$ cat config.mk
export PLATFORM = sky130hd
export DESIGN_NAME = if_stage_flat
export DESIGN_NICKNAME = d
export VERILOG_FILES = /design/src/rtl/riscv_pkg.sv /design/src/rtl/if_stage_if.sv /design/src/rtl/if_stage_if_id_reg.sv /design/src/rtl/if_stage.sv /design/src/flat_wrapper.sv
export SDC_FILE = /design/constraint.sdc
export NUM_CORES = 1
export LEC_CHECK = 0
export ABC_AREA = 1
export CAP_MARGIN = 20
export CORE_MARGIN = 1.5
export CORE_UTILIZATION = 44
export DETAILED_ROUTE_END_ITERATION = 8
export GPL_TIMING_DRIVEN = 0
export PLACE_DENSITY = 0.7
export SLEW_MARGIN = 40
export SYNTH_ARGS = -nofsm -noshare
export SYNTH_HDL_FRONTEND = slang
export SYNTH_SLANG_ARGS = --single-unit
$ cat constraint.sdc
create_clock -name CLK -period 10.3 [get_ports CLK]
set_clock_uncertainty 0.2 [all_clocks]
set_input_delay 2.575 -clock CLK [delete_from_list [all_inputs] [get_ports CLK]]
set_output_delay 2.575 -clock CLK [all_outputs]
set_load 0.02 [all_outputs]
$ cat src/rtl/riscv_pkg.sv
// Shared RV32I core definitions used by the fetch stage: bubble encoding,
// default reset PC, fetch-FSM state encoding and PC increment helper.
package riscv_pkg;

    // addi x0, x0, 0 -- the canonical pipeline bubble
    localparam logic [31:0] NOP_INSTR = 32'h0000_0013;

    // Default fetch address after reset
    localparam logic [31:0] RESET_PC  = 32'h0000_0000;

    // Fetch FSM: REQ issues a request, WAIT has one request outstanding,
    // HOLD parks a returned instruction in the skid buffer during a stall.
    typedef enum logic [1:0] {
        S_REQ  = 2'd0,
        S_WAIT = 2'd1,
        S_HOLD = 2'd2
    } fetch_state_e;

    // Sequential next PC; plain 32-bit add, so 0xFFFF_FFFC wraps to 0.
    function automatic logic [31:0] pc_plus4(input logic [31:0] pc);
        return pc + 32'd4;
    endfunction

endpackage

$ cat src/rtl/if_stage_if.sv
// Instruction-memory request/grant/response handshake.
// master = fetch stage, slave = instruction memory.
interface if_stage_if;

    logic        ImemReq;     // fetch request valid
    logic [31:0] ImemAddr;    // fetch address
    logic        ImemGnt;     // memory accepts the request this cycle
    logic        ImemRValid;  // response valid
    logic [31:0] ImemRData;   // response instruction

    modport master (
        output ImemReq,
        output ImemAddr,
        input  ImemGnt,
        input  ImemRValid,
        input  ImemRData
    );

    modport slave (
        input  ImemReq,
        input  ImemAddr,
        output ImemGnt,
        output ImemRValid,
        output ImemRData
    );

endinterface

$ cat src/rtl/if_stage_if_id_reg.sv
// IF/ID pipeline register: instruction, PC, PC+4 and valid bit.
// Priority: flush (bubble) > stall (hold) > load > bubble.
// A bubble rewrites only InstrD/ValidD; the PC fields keep their value.
module if_id_reg #(
    parameter logic [31:0] NOP_INSTR = riscv_pkg::NOP_INSTR
) (
    input  logic        clk,
    input  logic        rst,
    input  logic        stall_i,
    input  logic        flush_i,
    input  logic        load_i,
    input  logic [31:0] instr_i,
    input  logic [31:0] pc_i,
    input  logic [31:0] pc_plus4_i,
    output logic [31:0] instr_o,
    output logic [31:0] pc_o,
    output logic [31:0] pc_plus4_o,
    output logic        valid_o
);

    logic [31:0] instr_q;
    logic [31:0] pc_q;
    logic [31:0] pc_plus4_q;
    logic        valid_q;

    // Pipeline register update with flush/stall/load priority
    // NOTE: sequential state uses non-blocking assignments so every flop samples pre-edge values.
    always_ff @(posedge clk or posedge rst) begin
        if (rst) begin
            instr_q    <= NOP_INSTR;
            pc_q       <= 32'd0;
            pc_plus4_q <= 32'd0;
            valid_q    <= 1'b0;
        end else if (flush_i) begin
            instr_q    <= NOP_INSTR;
            valid_q    <= 1'b0;
        end else if (stall_i) begin
            instr_q    <= instr_q;
            valid_q    <= valid_q;
        end else if (load_i) begin
            instr_q    <= instr_i;
            pc_q       <= pc_i;
            pc_plus4_q <= pc_plus4_i;
            valid_q    <= 1'b1;
        end else begin
            instr_q    <= NOP_INSTR;
            valid_q    <= 1'b0;
        end
    end

    assign instr_o    = instr_q;
    assign pc_o       = pc_q;
    assign pc_plus4_o = pc_plus4_q;
    assign valid_o    = valid_q;

endmodule

$ cat src/rtl/if_stage.sv
// Instruction-fetch stage with IF/ID register for the 5-stage RV32I core.
// Owns PCF, runs a REQ/WAIT/HOLD handshake FSM against variable-latency
// instruction memory, parks stalled responses in a one-entry skid buffer
// and kills in-flight fetches on EX redirects.
// Optional build macro: IF_PERF_CNT_EN adds FetchCnt/KillCnt counters.
module if_stage #(
    parameter logic [31:0] RESET_PC  = riscv_pkg::RESET_PC,
    parameter logic [31:0] NOP_INSTR = riscv_pkg::NOP_INSTR
) (
    input  logic              CLK,
    input  logic              Reset,
    input  logic              StallF,
    input  logic              FlushD,
    input  logic              PCSrcE,
    input  logic [31:0]       PCTargetE,
    if_stage_if.master        imem,
    output logic [31:0]       InstrD,
    output logic [31:0]       PCD,
    output logic [31:0]       PCPlus4D,
    output logic              ValidD,
    output logic              FetchBusy
`ifdef IF_PERF_CNT_EN
   ,output logic [31:0]       FetchCnt,
    output logic [31:0]       KillCnt
`endif
);

    import riscv_pkg::*;

    fetch_state_e state_q;
    logic [31:0]  pcf_q;
    logic         kill_q;
    logic [31:0]  skid_instr_q;
    logic [31:0]  skid_pc_q;

    logic         in_req;
    logic         in_wait;
    logic         in_hold;
    logic         rsp_live;
    logic         deliver_wait;
    logic         deliver_hold;
    logic         new_valid_d;
    logic         bubble_d;
    logic [31:0]  new_instr_d;
    logic [31:0]  new_pc_d;
    logic [31:0]  new_pc_plus4_d;

    assign in_req   = (state_q == S_REQ);
    assign in_wait  = (state_q == S_WAIT);
    assign in_hold  = (state_q == S_HOLD);

    // A response that is not being thrown away because of an earlier redirect
    assign rsp_live = in_wait & imem.ImemRValid & ~kill_q;

    // A redirect squashes whatever would have entered decode this cycle
    assign bubble_d     = FlushD | PCSrcE;
    assign deliver_wait = rsp_live & ~StallF & ~PCSrcE;
    assign deliver_hold = in_hold  & ~StallF & ~PCSrcE;
    assign new_valid_d  = deliver_wait | deliver_hold;

    // Select the instruction source for IF/ID: skid buffer in HOLD, memory otherwise
    // NOTE: every always_comb output gets a default first so no latch can be inferred.
    always_comb begin
        new_instr_d = imem.ImemRData;
        new_pc_d    = pcf_q;
        if (in_hold) begin
            new_instr_d = skid_instr_q;
            new_pc_d    = skid_pc_q;
        end
    end

    assign new_pc_plus4_d = pc_plus4(new_pc_d);

    // Fetch FSM: PCF, outstanding-request kill flag and skid buffer
    always_ff @(posedge CLK or posedge Reset) begin
        if (Reset) begin
            state_q      <= S_REQ;
            pcf_q        <= RESET_PC;
            kill_q       <= 1'b0;
            // NOTE: the skid is reset too, although HOLD already marks it valid; this keeps X out of sim.
            skid_instr_q <= NOP_INSTR;
            skid_pc_q    <= 32'd0;
        end else begin
            case (state_q)
                S_REQ: begin
                    if (PCSrcE) begin
                        pcf_q <= PCTargetE;
                        // A grant taken in the redirect cycle fetches the old
                        // path; its response must be dropped.
                        if (imem.ImemGnt) begin
                            state_q <= S_WAIT;
                            kill_q  <= 1'b1;
                        end
                    end else if (imem.ImemGnt) begin
                        state_q <= S_WAIT;
                    end
                end

                S_WAIT: begin
                    if (PCSrcE) begin
                        pcf_q <= PCTargetE;
                        if (imem.ImemRValid) begin
                            state_q <= S_REQ;
                            kill_q  <= 1'b0;
                        end else begin
                            kill_q  <= 1'b1;
                        end
                    end else if (imem.ImemRValid) begin
                        if (kill_q) begin
                            kill_q  <= 1'b0;
                            state_q <= S_REQ;
                        end else if (StallF) begin
                            skid_instr_q <= imem.ImemRData;
                            skid_pc_q    <= pcf_q;
                            state_q      <= S_HOLD;
                        end else begin
                            pcf_q   <= pc_plus4(pcf_q);
                            state_q <= S_REQ;
                        end
                    end
                end

                S_HOLD: begin
                    if (PCSrcE) begin
                        pcf_q   <= PCTargetE;
                        state_q <= S_REQ;
                    end else if (!StallF) begin
                        pcf_q   <= pc_plus4(pcf_q);
                        state_q <= S_REQ;
                    end
                end

                default: begin
                    state_q <= S_REQ;
                end
            endcase
        end
    end

    // Request is gated by Reset so memory never sees a fetch during reset
    assign imem.ImemReq  = in_req & ~Reset;
    assign imem.ImemAddr = pcf_q;

    assign FetchBusy = ~rsp_live & ~(in_hold & ~StallF);

    if_id_reg #(
        .NOP_INSTR (NOP_INSTR)
    ) u_if_id_reg (
        .clk        (CLK),
        .rst        (Reset),
        .stall_i    (StallF),
        .flush_i    (bubble_d),
        .load_i     (new_valid_d),
        .instr_i    (new_instr_d),
        .pc_i       (new_pc_d),
        .pc_plus4_i (new_pc_plus4_d),
        .instr_o    (InstrD),
        .pc_o       (PCD),
        .pc_plus4_o (PCPlus4D),
        .valid_o    (ValidD)
    );

`ifdef IF_PERF_CNT_EN
    logic [31:0] fetch_cnt_q;
    logic [31:0] kill_cnt_q;
    logic        fetch_evt;
    logic        discard_evt;

    // A load reaches decode only when FlushD does not override it
    assign fetch_evt   = new_valid_d & ~FlushD;
    // Dropped responses: killed or redirected in WAIT, or a skid dropped in HOLD
    assign discard_evt = (in_wait & imem.ImemRValid & (kill_q | PCSrcE))
                       | (in_hold & PCSrcE);

    // Performance counters
    always_ff @(posedge CLK or posedge Reset) begin
        if (Reset) begin
            fetch_cnt_q <= 32'd0;
            kill_cnt_q  <= 32'd0;
        end else begin
            if (fetch_evt)   fetch_cnt_q <= fetch_cnt_q + 32'd1;
            if (discard_evt) kill_cnt_q  <= kill_cnt_q + 32'd1;
        end
    end

    assign FetchCnt = fetch_cnt_q;
    assign KillCnt  = kill_cnt_q;
`endif

endmodule

$ cat src/flat_wrapper.sv
// flat-port wrapper written by rule: the top's interface ports become plain ports
module if_stage_flat import riscv_pkg::*;
#(
    parameter logic [31:0] RESET_PC  = riscv_pkg::RESET_PC,
    parameter logic [31:0] NOP_INSTR = riscv_pkg::NOP_INSTR
)
  (CLK, Reset, StallF, FlushD, PCSrcE, PCTargetE, InstrD, PCD, PCPlus4D, ValidD, FetchBusy, imem_ImemReq, imem_ImemAddr, imem_ImemGnt, imem_ImemRValid, imem_ImemRData);
  if_stage_if imem_i ();
  input  logic CLK;
  input  logic Reset;
  input  logic StallF;
  input  logic FlushD;
  input  logic PCSrcE;
  input  logic [31:0] PCTargetE;
  output logic [31:0] InstrD;
  output logic [31:0] PCD;
  output logic [31:0] PCPlus4D;
  output logic ValidD;
  output logic FetchBusy;
  output wire logic [$bits(imem_i.ImemReq)-1:0] imem_ImemReq;
  output wire logic [$bits(imem_i.ImemAddr)-1:0] imem_ImemAddr;
  input wire logic [$bits(imem_i.ImemGnt)-1:0] imem_ImemGnt;
  input wire logic [$bits(imem_i.ImemRValid)-1:0] imem_ImemRValid;
  input wire logic [$bits(imem_i.ImemRData)-1:0] imem_ImemRData;
  assign imem_ImemReq = imem_i.ImemReq;
  assign imem_ImemAddr = imem_i.ImemAddr;
  assign imem_i.ImemGnt = imem_ImemGnt;
  assign imem_i.ImemRValid = imem_ImemRValid;
  assign imem_i.ImemRData = imem_ImemRData;
  if_stage #(.RESET_PC(RESET_PC), .NOP_INSTR(NOP_INSTR)) u_core (.CLK(CLK), .Reset(Reset), .StallF(StallF), .FlushD(FlushD), .PCSrcE(PCSrcE), .PCTargetE(PCTargetE), .imem(imem_i), .InstrD(InstrD), .PCD(PCD), .PCPlus4D(PCPlus4D), .ValidD(ValidD), .FetchBusy(FetchBusy));
endmodule
==> results.toml <==
[global_route]
first_global_vias = 9533
antenna_found_initial = 0
grt-ovfl-total = 0
grt_use_total_pct = 27.1
grt_pass1_wl_um = 51200
grt_max_degree = 81

[detailed_routing]
drt-total-wl_um = 32100
drc = 0
first_pass_iters = 6
via_count = 10000
viasPerCell = 5.29
ant_nets = 0
wl_per_cell_um = 16.9
drtIter0Drc = 744

[cts]
cts.sinks = 194
cts_max_level = 4
clock_path_buffers = 2
clk_latency_ns = 0.45
cts_tree = "done"
cts_setup_buffers = 0
path_clk_slew_ns = 0.07
numCtsBuffers = 17
ctsHoldBuffers = 0
cts-resized-gates = 0
clockRootBuffer = "clkbuf_16"

[floorplanning]
die_w_um = 156
row_count = 55
initial_core_util_pct = 45.3
ios = 202
die_y_um = 156
die_area_um2 = 24500
core_um2 = 22800

[cells_and_area]
antennaDiodeCount = 0
fin_area_um2 = 13400
final_util_pct = 58.9
layout_common_cells = "369 x nand2_1, 215 x nor2_1, 201 x clkdlybuf4s50_1"
layout-drive-gt1-share_pct = 9.85
mostFrequentLayoutCell = "nand2_1"
syn2layout_area_growth_pct = 29.9
final_nets = 1649

[setup_path]
critical-path-top-delay-family = "buffers and inverters"
path_max_fanout = 3
critPathKind = "in -> out"
critPathLaunchType = "input port"
cp.arrival_ns = 3.99
crit_required_ns = 7.53
cpMostUsedCell = "clkdlybuf4s50_1"
path_buf_inv = 2
cpMaxStageDelayCell = "clkdlybuf4s50_1"
cp-end-kind = "output port"
crit_path_max_incr_delay_ns = 0.56
path_cells = "clkdlybuf4s50_1 -> nand2_1 -> nor2_1 -> a21oi_1 -> clkdlybuf4s50_1"

[pwr]
ir_worst_vdd_mv = 0.163
p_leak_nw = 6.09
power.density_nw_per_um2 = 307

[hold_path]
hold_path.class = "reg -> reg"

[timing]
hold_viol = 0
setup_tns_ns = 0
finalMaxSlewViolations = 0
fin_crit_ns = 6.77
slew_headroom_pct = 59.0
rsz0062_at_grt = "no"
finalHoldWorstSlack_ns = 0.286
worstMarginPinSlew_ns = 0.616
setup_viol = 0
fin_crit_sh_pct = 65.7
max_freq_mhz = 148

[yosys]
synth.distinct_cells = 43
yosysWarnings = 0
yosysSeqAreaShare_pct = 47.0
syn_nets = 1427
post_synth.cell_area_avg_um2 = 7.68
synth_seq_cells = 194
syn_area_um2 = 10400
syn_inst = 1349

[status]
outcome = "completed"

[placement]
portBuffers = 201
gp_congestion = 0.920
dpl-instance-area_um2 = 12800
dp_hpwl_um = 24300

[run]
maxCapViolCount = 0
==> path summary, 6_finish.rpt <==
kind	startpoint	slack, ns	cells past startpoint	end
max in group asynchronous	Reset	6.68	3	u_core.skid_instr_q[0]$_DFFE_PP1P_
hold / removal	u_core.u_if_id_reg.pc_plus4_o[3]$_DFFE_PP0P_	0.29	2	u_core.u_if_id_reg.pc_plus4_o[3]$_DFFE_PP0P_
setup / recovery	imem_ImemRValid	3.53	5	FetchBusy
hold reg to reg	u_core.u_if_id_reg.pc_plus4_o[3]$_DFFE_PP0P_	0.29	2	u_core.u_if_id_reg.pc_plus4_o[3]$_DFFE_PP0P_
setup reg to reg	u_core.state_q[0]$_DFFE_PP0P_	7.54	14	u_core.u_if_id_reg.pc_plus4_o[30]$_DFFE_PP0P_
min in group asynchronous	Reset	2.38	2	u_core.state_q[1]$_DFFE_PP0P_
==> cells in the mapped netlist, drive strengths merged <==
master,instances,share of area [%]
dfstp,6,1.5
nor2,234,9.2
a21oi,17,0.82
or2,5,0.30
dfrtp,188,45
nand4,9,0.54
mux2,30,3.3
a31oi,3,0.18
o31ai,1,0.073
nor3b,1,0.12
clkinv,2,0.073
o21ai,110,5.6
ha,7,0.85
clkbuf,27,0.98
a21o,1,0.073
o32ai,28,2.4
nand3,83,4.2
o211ai,2,0.14
o22ai,11,0.66
o21a,3,0.22
o221ai,1,0.085
nor3,19,0.97
inv,136,5.0
nand3b,1,0.073
buf,33,2.5
nand2,382,14
xor2,3,0.25
a22oi,6,0.44
==> cells by family (layout without fill, tap and decap cells) <==
group / after synthesis / after routing / share of synthesized area, %
AND/OR/NAND/NOR: 734 / 734 / 29.5
buffers and inverters: 198 / 433 / 8.50
flip-flops: 194 / 194 / 47.0
AO/OA/AOI/OAI: 183 / 183 / 10.7
multiplexers: 30 / 30 / 3.26
adder cells (fa/ha/maj): 7 / 7 / 0.846
XOR/XNOR: 3 / 3 / 0.254
==> stage by stage <==
step,cells,power [W],worst slack (ns)
2_1_floorplan,1349,0.00257,2.25
4_1_cts,1897,0.00413,3.55
5_1_grt,1897,0.00443,3.46
6_report,1897,0.00413,3.53
3_3_place_gp,1863,0.00337,-0.517
3_5_place_dp,1865,0.00341,3.55
==> tightest hold or removal path, stage by stage, from the launching register on <==
cell     delay, ns
dfrtp_1       0.34
nand2_1       0.05
nand2_1       0.06
==> report_power, final <==
group          switching [W]  internal, W
Combinational        0.00127     0.000803
Clock               0.000333     0.000379
Sequential          0.000262      0.00108
Total                0.00187      0.00226
==> per-layer routing <==
metal,global-route usage (%),vias to the layer above,routed length (µm)
met2,42.7,401,14500
li1,-,4787,-
met4,8.62,0,712
met3,3.41,43,1880
met5,0,-,0
met1,38.8,4803,14900
==> registers in the layout, summed over array words and instances, names as in the netlist <==
signal                         count
u_core.imem.ImemAddr              32
u_core.kill_q                      1
u_core.skid_instr_q               32
u_core.skid_pc_q                  32
u_core.state_q                     2
u_core.u_if_id_reg.instr_o        32
u_core.u_if_id_reg.pc_o           32
u_core.u_if_id_reg.pc_plus4_o     30
u_core.u_if_id_reg.valid_o         1
==> final cells by class <==
class	count	area, µm²
well taps	313	392
flip-flops and latches	194	4860
inverters	138	528
plain buffers	60	359
multi-input cells	957	4610
clock inverters	14	189
clock buffers	18	439
fillers	2117	9400
repair buffers	203	2070
Note: power is estimated with default switching activity, not from simulation.
